File: src/rtl/fabric_config_loader.sv
// Config-chain loader: clears a tile's shift chain, then
// serialises bitstream words into it LSB first.
module fabric_config_loader #(
  parameter int WORD_WIDTH   = 32,
  parameter int CHAIN_LENGTH = 36,
  parameter int CLEAR_CYCLES = 4
) (
  input  logic                  clock,
  input  logic                  reset,
  input  logic                  start,
  input  logic [WORD_WIDTH-1:0] word_data,
  input  logic                  word_valid,
  output logic                  word_ready,
  output logic                  config_data,
  output logic                  config_enable,
  output logic                  config_nreset,
  output logic                  busy,
  output logic                  done
);

  localparam int BCW = $clog2(CHAIN_LENGTH + 1);
  localparam int WBW = $clog2(WORD_WIDTH + 1);
  localparam int CCW = $clog2(CLEAR_CYCLES + 1);
  localparam int MW  = (BCW > WBW) ? BCW : WBW;

  typedef enum logic [2:0] {
    S_IDLE,
    S_CLEAR,
    S_FETCH,
    S_SHIFT,
    S_DONE
  } state_t;

  state_t                state_q, state_d;
  logic [CCW-1:0]        clr_q, clr_d;
  logic [BCW-1:0]        bit_count_q, bit_count_d;
  logic [WBW-1:0]        word_bits_q, word_bits_d;
  logic [WORD_WIDTH-1:0] shreg_q, shreg_d;
  logic [MW-1:0]         remain;
  logic [MW-1:0]         take;

  // Bits still owed to the chain, capped at one word.
  assign remain = MW'(CHAIN_LENGTH) - MW'(bit_count_q);
  assign take   = (remain < MW'(WORD_WIDTH)) ? remain
                                             : MW'(WORD_WIDTH);

  // Next-state logic; shreg is zeroed on leaving SHIFT so the
  // serial output is quiet outside SHIFT and truncated bits die.
  always_comb begin
    state_d     = state_q;
    clr_d       = clr_q;
    bit_count_d = bit_count_q;
    word_bits_d = word_bits_q;
    shreg_d     = shreg_q;
    unique case (state_q)
      S_IDLE: begin
        if (start) begin
          state_d     = S_CLEAR;
          clr_d       = '0;
          bit_count_d = '0;
        end
      end
      S_CLEAR: begin
        clr_d = clr_q + 1'b1;
        if (clr_q == CCW'(CLEAR_CYCLES - 1))
          state_d = S_FETCH;
      end
      S_FETCH: begin
        if (word_valid) begin
          shreg_d     = word_data;
          word_bits_d = WBW'(take);
          state_d     = S_SHIFT;
        end
      end
      S_SHIFT: begin
        shreg_d     = shreg_q >> 1;
        bit_count_d = bit_count_q + 1'b1;
        word_bits_d = word_bits_q - 1'b1;
        if (bit_count_q == BCW'(CHAIN_LENGTH - 1)) begin
          state_d = S_DONE;
          shreg_d = '0;
        end else if (word_bits_q == WBW'(1)) begin
          state_d = S_FETCH;
          shreg_d = '0;
        end
      end
      S_DONE: begin
        state_d = S_IDLE;
      end
      default: begin
        state_d = S_IDLE;
      end
    endcase
  end

  // State, counters and shift register.
  always_ff @(posedge clock or posedge reset) begin
    if (reset) begin
      state_q     <= S_IDLE;
      clr_q       <= '0;
      bit_count_q <= '0;
      word_bits_q <= '0;
      shreg_q     <= '0;
    end else begin
      state_q     <= state_d;
      clr_q       <= clr_d;
      bit_count_q <= bit_count_d;
      word_bits_q <= word_bits_d;
      shreg_q     <= shreg_d;
    end
  end

  assign word_ready    = (state_q == S_FETCH);
  assign config_enable = (state_q == S_SHIFT);
  assign config_nreset = (state_q != S_CLEAR);
  assign busy          = (state_q != S_IDLE);
  assign done          = (state_q == S_DONE);
  assign config_data   = shreg_q[0];

endmodule

File: config.mk
export PLATFORM = sky130hd
export DESIGN_NAME = fabric_config_loader
export DESIGN_NICKNAME = d
export VERILOG_FILES = /design/src/rtl/fabric_config_loader.sv
export SDC_FILE = /design/constraint.sdc
export NUM_CORES = 1
export LEC_CHECK = 0
export CAP_MARGIN = 15
export CORE_UTILIZATION = 55
export CTS_CLUSTER_SIZE = 30
export DETAILED_ROUTE_END_ITERATION = 8
export GPL_TIMING_DRIVEN = 1
export PLACE_DENSITY = 0.86
export SYNTH_ARGS = -nofsm -noshare
export SYNTH_HDL_FRONTEND = slang
export SYNTH_SLANG_ARGS = --single-unit
File: constraint.sdc
create_clock -name clock -period 2.8 [get_ports clock]
set_input_delay 0.56 -clock clock [delete_from_list [all_inputs] [get_ports clock]]
set_output_delay 0.56 -clock clock [all_outputs]
set_load 0.01 [all_outputs]
* After elaboration in Yosys (flattened, before gate mapping)
Index checks and enable logic that the tools add are counted.
W data, S select, Z words.
** Storage, ports and cells
- Register bits after elaboration :: 50
- Input port bits :: 36
- Output and inout bits :: 6
- Word-level logic and storage cells :: 48
** Operators by class
- Add/sub/neg operators :: 4
- Magnitude comparators :: 1
- Eq/ne operators :: 12
- Muxes and demuxes :: 17
- Reductions and logical operators :: 9
** Operators with widths (number)
- $pmux W32 S2 :: 1
- $mux W31 :: 2
- $mux W32 :: 1
- $pmux W6 S2 :: 2
- $mux W3 :: 6
- $mux W6 :: 3
- $pmux W3 S4 :: 1
- $eq A3 B2 Y1 const B :: 3
- $add A6 B1 Y6 const B :: 1
- $eq A6 B1 Y1 const B :: 1
- $eq A6 B6 Y1 const B :: 1
- $lt A6 B6 Y1 const B :: 1
- $ne A2 B2 Y1 const B :: 3
- $ne A3 B1 Y1 const B :: 2
- $pmux W3 S2 :: 1
- $reduce_and A2 Y1 :: 3
- $reduce_bool A2 Y1 :: 3
- $sub A6 B1 Y6 const B :: 1
- $sub A6 B6 Y6 const A :: 1
- $reduce_and A4 Y1 :: 1
- $add A3 B1 Y3 const B :: 1
- $eq A3 B1 Y1 const B :: 1
- $eq A3 B3 Y1 const B :: 1
- $logic_not A3 Y1 :: 1
- $reduce_bool A3 Y1 :: 1

* Logic depth before layout (Yosys ltp)
Gate-level depths: netlist of run 1.
- Word-level depth :: 5
- Mapped depth :: 6
- Mapped depth without buffers :: 6

* Worst setup path before layout of run 1
Ideal clock, no wire load.
- Kind :: register -> output
- From :: register state_q[1]
- To :: output word_ready
- Arrival :: 1.057 ns
- Required time :: 2.240 ns
- Setup slack :: 1.183 ns
- Stages on the path, launching flop included :: 5
- Buffers on the path :: 2
- Path through :: dfrtp_1 > buf_2 > nand2b_1 > clkbuf_1 > nor2_1
** On the way
- Longest elaborated chain between the ends :: 1
** RTL lines
- from (decl) :: RTL line 34 : state_t state_q, state_d;
- from (signal assigned) :: RTL line 105 : state_q <= state_d;
- $eq A3 B2 Y1 :: RTL line 113 : assign word_ready = (state_q == S_FETCH);
- to (decl) :: RTL line 13 : output logic word_ready,
No other way between the ends.

* Worst setup path in the final report of run 1
- From :: register state_q[0]
- To :: output config_enable
** On the way
- Longest elaborated chain between the ends :: 1
** RTL lines
- $eq A3 B2 Y1 :: RTL line 114 : assign config_enable = (state_q == S_SHIFT);
- to (decl) :: RTL line 15 : output logic config_enable,
No other way between the ends.

==> impl_metrics.json, run 1 <==
{
  "status": "completed",
  "via_per_inst": 6.21,
  "cap_violations": 0,
  "grt_pass1_wl_mm": 9.73,
  "synth_mux_area_frac": 0.0124,
  "clock_sinks": 50,
  "cts_buffers": 5,
  "core_sq_um": 4470,
  "ant_nets": 0,
  "path_clk_slew_ps": 90,
  "rows": 24,
  "portBuffers": 41,
  "drtIter0Drc": 190,
  "synthAdderAreaFrac": 0.0287,
  "gp_congestion": 0.858,
  "top_level_ports": 42,
  "internal_power_uw": 2000,
  "finalSetupViolations": 0,
  "grt_pass1_vias": 2091,
  "power.switching_uw": 1330,
  "vias": 2149,
  "die_area_sq_um": 5040,
  "start_util": 0.585,
  "ir_worst_vdd_mv": 0.840,
  "cts_hold_buf": 0,
  "drive_gt1_frac": 0.0714,
  "slowest_stage": "clkdlybuf4s50_1",
  "drc_errors": 0,
  "avgSynthCellArea_sq_um": 10.2,
  "skew_ps": 7.00,
  "multiInputGateArea_sq_um": 1250,
  "start_kind": "flip-flop",
  "fin_crit_ps": 2540,
  "dpl_worst_slack_ps": 601,
  "p_leak_uw": 0.00150,
  "fin_setup_tns_ps": 0,
  "dp_hpwl_mm": 3.97,
  "synth_top_family_by_area": "compound AO/OA/AOI/OAI gates",
  "grt_antenna_before_repair": 0,
  "fp.dieH_um": 71.0,
  "post-place-cells": 338,
  "synthSimpleGateAreaFrac": 0.142,
  "syn-instance-count": 256,
  "netSwitchingFraction": 0.400,
  "syn2layout_area_growth_pct": 20.6,
  "cts_tree": "done",
  "routedWlPerCell_um": 16.8,
  "seq_area_frac_synth": 0.478,
  "path_max_fanout": 12,
  "synth-compound-area-share": 0.277,
  "final_hold_viol_count": 0,
  "slew_violations": 0,
  "max_stage_delay_ps": 570,
  "clk_path_buf_depth": 2,
  "tightestPinTransition_ps": 813,
  "syn-num-nets": 298,
  "fmax_mhz": 394,
  "n_fill_cell": 351,
  "routed_wl_mm": 5.83,
  "endpoint_kind": "output pin",
  "hold_class": "flip-flop to flip-flop",
  "synthDistinctLibCells": 46,
  "drtPass1Iterations": 7,
  "postCtsSetupBuffers": 0,
  "ys_ff_latch": 50,
  "crit_required_ps": 2240,
  "grt_start_max_net_pins": 51,
  "cp.arrival_ps": 1980,
  "ctsResizeCount": 0,
  "num_antenna_cells": 0,
  "path_delay_family": "buffers and inverters",
  "pwr-share-seq": 0.404,
  "regArea_sq_um": 1250,
  "clockPowerShare": 0.131,
  "total_power_uw": 3330,
  "power_density_nw_per_um2": 1050,
  "comb_power_share": 0.465,
  "grt-ovfl-total": 0,
  "gr-usage-all-layers": 0.245,
  "fin_crit_sh": 0.906,
  "cts-htree-levels": 2,
  "synth-xor-area-share": 0.0167,
  "maxSlewHeadroom": 0.455,
  "syn_area_sq_um": 2620,
  "fin_ws_ps": 262,
  "clock-root-buffer": "clkbuf_8",
  "clkLatencyLatePin_ps": 300,
  "crit_chain": "nand3b_1, inv_1, clkdlybuf4s50_1",
  "critical_path_buf_inv_count": 2,
  "die_x_um": 71.0,
  "synth_warnings": 0,
  "fin_nets": 335,
  "final_common_cell": "dfrtp_1",
  "final_cell_mix": "50 x dfrtp_1, 41 x clkdlybuf4s50_1, 21 x a22o_1, 19 x a21o_1",
  "critPathKind": "flip-flop to output pin",
  "rsz0062_at_grt": "no",
  "fin_cells": 346
}
## layer usage
metal	vias up	GRT usage	part of all wire	wire, um
met5	-	0	0	0
met4	0	0.0622	0.0029	17
met3	2	0.0470	0.047	272
met2	60	0.395	0.50	2900
met1	1066	0.345	0.45	2640
li1	1021	-	-	-
## synthesized netlist by cell type (all sizes together)
cell type	count	share of area
and2	2	0.0048
and2b	1	0.0029
nor4	3	0.0096
a21o	19	0.054
a222oi	1	0.0038
o311ai	1	0.0033
nor2b	12	0.029
a211oi	1	0.0029
a311oi	1	0.0033
nand3	3	0.0057
ha	6	0.029
a22o	21	0.070
nand2b	5	0.012
nand3b	1	0.0029
nor2	17	0.024
and3b	1	0.0033
o31a	1	0.0033
a32o	1	0.0038
dfrtp	50	0.48
o211ai	1	0.0029
o31ai	2	0.0057
mux2i	1	0.0038
nand2	17	0.024
a221oi	1	0.0033
o211a	2	0.0076
o21ai	11	0.021
a221o	13	0.050
buf	8	0.018
inv	9	0.013
or3	1	0.0024
or4b	1	0.0038
o41ai	1	0.0033
xor2	4	0.013
mux2	2	0.0086
a21oi	15	0.029
xnor2	1	0.0033
o221ai	2	0.0067
nor3b	2	0.0076
clkbuf	10	0.014
o21a	1	0.0029
nor3	4	0.0096
## final timing paths
path                                               from                       to  slack (ps)  cells past startpoint
min in group asynchronous                         reset   shreg_q[9]$_DFFE_PP0P_         750                      3
worst max register to register   state_q[0]$_DFFE_PP0P_   shreg_q[6]$_DFFE_PP0P_         590                      4
worst max-delay path             state_q[0]$_DFFE_PP0P_            config_enable         260                      3
worst min register to register  shreg_q[14]$_DFFE_PP0P_  shreg_q[13]$_DFFE_PP0P_         490                      1
max in group asynchronous                         reset  shreg_q[24]$_DFFE_PP0P_        1630                      3
worst min-delay path            shreg_q[14]$_DFFE_PP0P_  shreg_q[13]$_DFFE_PP0P_         490                      1
## final cells by class
class | instances | area share
tap | 52 | 0.0206
multi-input combinational | 179 | 0.396
clock buffer | 6 | 0.0262
inverter | 9 | 0.0107
clock inverter | 2 | 0.00396
sequential | 50 | 0.396
timing repair buffer | 48 | 0.147
## registers in the layout, indices dropped and copies added (netlist names)
name,flops
word_bits_q,6
bit_count_q,6
state_q,3
shreg_q,32
clr_q,3
## logic make-up after synthesis
| family | count (synthesis) |
|---|---|
| DFF | 50 |
| AOI/OAI and AO/OA | 95 |
| muxes | 3 |
| xor gates and xnor gates | 5 |
| and+or+nand+nor | 70 |
| buffers and inverters | 27 |
| adders and majority gates | 6 |
## worst register-to-register path, cell delays in order (launching register included)
cell      delay, ps
dfrtp_1         560
nand3b_1        300
nor3_2          760
buf_4           370
a21o_1          160
## through the flow
stage | util | hold slack (ps) | instance area (sq um)
floorplan | - | 450 | 2620
detailed placement | 0.684 | 470 | 3060
global placement | 0.684 | 457 | 3060
finish | 0.706 | 488 | 3160
global route | 0.706 | 510 | 3160
CTS | 0.706 | 494 | 3160
## power by group through the flow
stage / sequential (uW) / clock [uW] / combinational [uW]
after floorplan: 1200 / 0 / 1280
after global placement: 1330 / 0 / 1490
after detailed placement: 1350 / 0 / 1540
after CTS: 1340 / 449 / 1560
after global routing: 1390 / 472 / 1720
final: 1350 / 437 / 1550
No activity file was read; power rests on OpenSTA's default activity.
==> run 2, diff against run 1 <==
- CORE_UTILIZATION: 55 -> 57
- MAX_ROUTING_LAYER: default -> met4
- PLACE_DENSITY: 0.86 -> 0.88
==> impl_metrics.json, run 2 (synthesis gave the netlist of run 1 again) <==
{
  "grt_start_max_net_pins": 29,
  "ir_worst_vdd_mv": 0.505,
  "die_x_um": 69.8,
  "top_register": "shreg_q",
  "gp_congestion": 0.884,
  "num_antenna_cells": 0,
  "path_clk_slew_ps": 80,
  "drive_gt1_frac": 0.0714,
  "dpl_worst_slack_ps": 525,
  "grt_pass1_wl_mm": 9.68,
  "max_stage_delay_ps": 570,
  "biggestRegsByFlops": "shreg_q (32), bit_count_q (6), word_bits_q (6)",
  "critPathKind": "flip-flop to output pin",
  "crit_required_ps": 2240,
  "portBuffers": 41,
  "cts_tree": "done",
  "power_density_nw_per_um2": 1070,
  "ctsResizeCount": 0,
  "routedWlPerCell_um": 16.5,
  "routed_wl_mm": 5.69,
  "via_per_inst": 6.15,
  "drtIter0Drc": 100,
  "cp.arrival_ps": 1930,
  "fin_cells": 346,
  "fp.dieH_um": 69.8,
  "skew_ps": 4.74,
  "hold_class": "flip-flop to flip-flop",
  "grt_pass1_vias": 2035,
  "grt_antenna_before_repair": 0,
  "maxSlewHeadroom": 0.293,
  "cts_hold_buf": 0,
  "largest_reg_flops": 32,
  "fin_ws_ps": 309,
  "slowest_stage": "clkdlybuf4s50_1",
  "fin_setup_tns_ps": 0,
  "final_hold_viol_count": 0,
  "drtPass1Iterations": 4,
  "path_max_fanout": 11,
  "die_area_sq_um": 4870,
  "core_sq_um": 4380,
  "fin_crit_ps": 2490,
  "postCtsSetupBuffers": 0,
  "ant_nets": 0,
  "grt-ovfl-total": 0,
  "clock-root-buffer": "clkbuf_8",
  "clkLatencyLatePin_ps": 300,
  "top_level_ports": 42,
  "syn2layout_area_growth_pct": 22.0,
  "clk_path_buf_depth": 2,
  "vias": 2127,
  "clock_sinks": 50,
  "finalSetupViolations": 0,
  "cts-htree-levels": 2,
  "post-place-cells": 339,
  "final_cell_mix": "50 x dfrtp_1, 41 x clkdlybuf4s50_1, 21 x a22o_1, 19 x a21o_1",
  "cap_violations": 0,
  "gr-usage-all-layers": 0.257,
  "fmax_mhz": 401,
  "p_leak_uw": 0.00152,
  "slew_violations": 0,
  "fin_crit_sh": 0.890,
  "start_util": 0.597,
  "fin_nets": 336,
  "cts_buffers": 5,
  "rows": 24,
  "drc_errors": 0,
  "endpoint_kind": "output pin",
  "status": "completed",
  "crit_chain": "nand3b_1, inv_1, clkdlybuf4s50_1",
  "tightestPinTransition_ps": 1050,
  "start_kind": "flip-flop",
  "dp_hpwl_mm": 3.86,
  "final_common_cell": "dfrtp_1",
  "rsz0062_at_grt": "no"
}
==> run 2: routing by layer <==
| layer | global-route usage | vias to the layer above | part of all wire |
|---|---|---|---|
| li1 | - | 1019 | - |
| met4 | 0.0867 | 0 | 0.018 |
| met3 | 0.0465 | 9 | 0.035 |
| met5 | - | - | 0 |
| met1 | 0.352 | 1057 | 0.46 |
| met2 | 0.388 | 42 | 0.49 |
==> run 2: path summary, 6_finish.rpt <==
path,from,end,slack [ps],depth (start not counted)
max reg2reg,state_q[1]$_DFFE_PP0P_,shreg_q[20]$_DFFE_PP0P_,460,4
min,shreg_q[8]$_DFFE_PP0P_,shreg_q[7]$_DFFE_PP0P_,490,1
max,state_q[1]$_DFFE_PP0P_,config_enable,310,3
min in group asynchronous,reset,word_bits_q[3]$_DFFE_PP0P_,620,2
max in group asynchronous,reset,bit_count_q[5]$_DFFE_PP0P_,1660,3
min reg2reg,shreg_q[8]$_DFFE_PP0P_,shreg_q[7]$_DFFE_PP0P_,490,1
==> run 2: per-stage QoR <==
stage	cell area (sq um)	hold WS, ps	total power (uW)	utilization
after floorplan	2620	450	2480	-
after global placement	3080	456	2820	0.703
after detailed placement	3080	459	2880	0.703
after CTS	3190	489	3420	0.729
after global routing	3190	506	3670	0.729
final	3190	486	3400	0.729
==> run 2: final cells by class <==
type | count | area, sq um
sequential | 50 | 1250
multi-input combinational | 179 | 1250
fill | 321 | 1190
timing repair buffer | 49 | 483
clock buffer | 6 | 82.6
tap | 52 | 65.1
inverter | 9 | 33.8
clock inverter | 1 | 30.0
==> run 2: critical path, delay by kind of cell, from the launching register on <==
family	cells	cell delay, ps
and+or+nand+nor	1	290
DFF	1	510
buffers and inverters	2	830
==> run 2: report_power, final <==
part           total, uW  switching [uW]  internal, uW
clock                509             223           286
sequential          1330             303          1030
combinational       1560             789           773
==> run 3, diff against run 2 <==
- CORE_UTILIZATION: 57 -> 48
- HOLD_SLACK_MARGIN: default -> 0.06
- PLACE_DENSITY: 0.88 -> 0.8
- SLEW_MARGIN: default -> 20
- clock period: 2.8 -> 2.1 ns (I/O delays scaled with it)
==> impl_metrics.json, run 3 (synthesis gave the netlist of run 1 again) <==
{
  "skew_ps": 5.86,
  "ir_worst_vdd_mv": 0.700,
  "cts-htree-levels": 2,
  "routedWlPerCell_um": 15.7,
  "rows": 26,
  "fin_cells": 372,
  "crit_chain": "nor3b_1, clkdlybuf4s50_1",
  "drive_gt1_frac": 0.109,
  "fin_crit_ps": 2040,
  "dpl_worst_slack_ps": 142,
  "cts_tree": "done",
  "drc_errors": 0,
  "fin_nets": 343,
  "final_hold_viol_count": 0,
  "num_antenna_cells": 0,
  "status": "completed",
  "slowest_stage": "clkdlybuf4s50_1",
  "path_clk_slew_ps": 90,
  "post-place-cells": 364,
  "fmax_mhz": 490,
  "top_level_ports": 42,
  "tightestPinTransition_ps": 496,
  "rsz0062_at_grt": "yes",
  "start_util": 0.506,
  "portBuffers": 41,
  "slew_violations": 0,
  "ant_nets": 0,
  "clkLatencyLatePin_ps": 310,
  "max_stage_delay_ps": 570,
  "fin_ws_ps": 57.3,
  "cp.arrival_ps": 1620,
  "hold_class": "input pin to async pin",
  "power_density_nw_per_um2": 1430,
  "design_area_sq_um": 3280,
  "endpoint_kind": "output pin",
  "start_kind": "flip-flop",
  "fp.dieH_um": 75.8,
  "die_area_sq_um": 5750,
  "rrSetupSlack_ps": 230,
  "drtPass1Iterations": 5,
  "grt_pass1_wl_mm": 9.72,
  "clock-root-buffer": "clkbuf_8",
  "critPathKind": "flip-flop to output pin",
  "gp_congestion": 0.815,
  "gr-usage-all-layers": 0.233,
  "clk_path_buf_depth": 2,
  "core_sq_um": 5170,
  "dp_hpwl_mm": 4.02,
  "dpl_cell_area_sq_um": 3160,
  "top_register": "shreg_q",
  "crit_required_ps": 1680,
  "n_fill_cell": 414,
  "grt_start_max_net_pins": 51,
  "biggestRegsByFlops": "shreg_q (32), bit_count_q (6), word_bits_q (6)",
  "cts_buffers": 5,
  "final_cell_mix": "47 x dfrtp_1, 41 x clkdlybuf4s50_1, 21 x a22o_1, 19 x a21o_1, 17 x nand2_1",
  "fin_crit_sh": 0.973,
  "final_common_cell": "dfrtp_1",
  "grt_pass1_vias": 1972,
  "die_x_um": 75.8,
  "routed_wl_mm": 5.85,
  "syn2layout_area_growth_pct": 25.2,
  "via_per_inst": 5.80,
  "post-route-util": 0.634,
  "path_max_fanout": 11,
  "drtIter0Drc": 185,
  "p_leak_uw": 0.00154,
  "postCtsSetupBuffers": 0,
  "maxSlewHeadroom": 0.669,
  "cap_violations": 0,
  "grt-ovfl-total": 0,
  "largest_reg_flops": 32,
  "vias": 2157,
  "finalSetupViolations": 0,
  "whs_ps": 458,
  "clock_sinks": 50,
  "grt_antenna_before_repair": 0
}
==> run 3: critical path: cells and delay by family (launching register included) <==
kind / cells / cell delay (ps)
buffers and inverters: 1 / 570
AND/OR/NAND/NOR: 1 / 250
flip-flops: 1 / 490
==> run 3: path summary, 6_finish.rpt <==
kind                                                 start                 endpoint  depth (start not counted)
worst max-delay path                state_q[1]$_DFFE_PP0P_                     done                          2
worst min register to register      shreg_q[1]$_DFFE_PP0P_   shreg_q[0]$_DFFE_PP0P_                          1
worst max register to register  bit_count_q[0]$_DFFE_PP0P_  shreg_q[28]$_DFFE_PP0P_                          6
max in group asynchronous                            reset   state_q[1]$_DFFE_PP0P_                          3
worst min-delay path                                 reset  shreg_q[11]$_DFFE_PP0P_                          3
min in group clock                  shreg_q[1]$_DFFE_PP0P_   shreg_q[0]$_DFFE_PP0P_                          1
==> run 3: metal layers <==
layer	part of all wire	up-vias	GRT usage
met5	0	-	-
met3	0.028	5	0.0542
met4	0.0065	0	0.0761
met1	0.49	1080	0.327
li1	-	1037	-
met2	0.48	35	0.333
==> run 3: metrics by stage <==
stage	TNS (ps)	total power, uW
finish	0	4690
detailed placement	0	3980
global placement	0	3900
CTS	0	4710
floorplan	0	3300
global route	-1.03	5030
==> run 3: power by group <==
| part | total [uW] | internal (uW) | switching (uW) |
|---|---|---|---|
| logic | 2220 | 1130 | 1090 |
| clock network | 701 | 355 | 347 |
| registers | 1770 | 1380 | 391 |
| total | 4690 | 2860 | 1830 |
==> run 3: cell type report <==
| cell class | instances | area [sq um] | area share |
|---|---|---|---|
| inverter | 9 | 33.8 | 0.0103 |
| clock buffer | 5 | 68.8 | 0.0210 |
| multi-input combinational | 179 | 1250 | 0.382 |
| tap | 70 | 87.6 | 0.0267 |
| timing repair buffer | 56 | 536 | 0.163 |
| clock inverter | 3 | 45.0 | 0.0137 |
| sequential | 50 | 1250 | 0.383 |
==> run 3: what timing repair did <==
item                                    4_1_cts  5_1_grt
endpoints found under the setup margin        2        4
hold buffers                                  0        0
endpoints found under the hold margin         0        0
resized for setup                             2        2
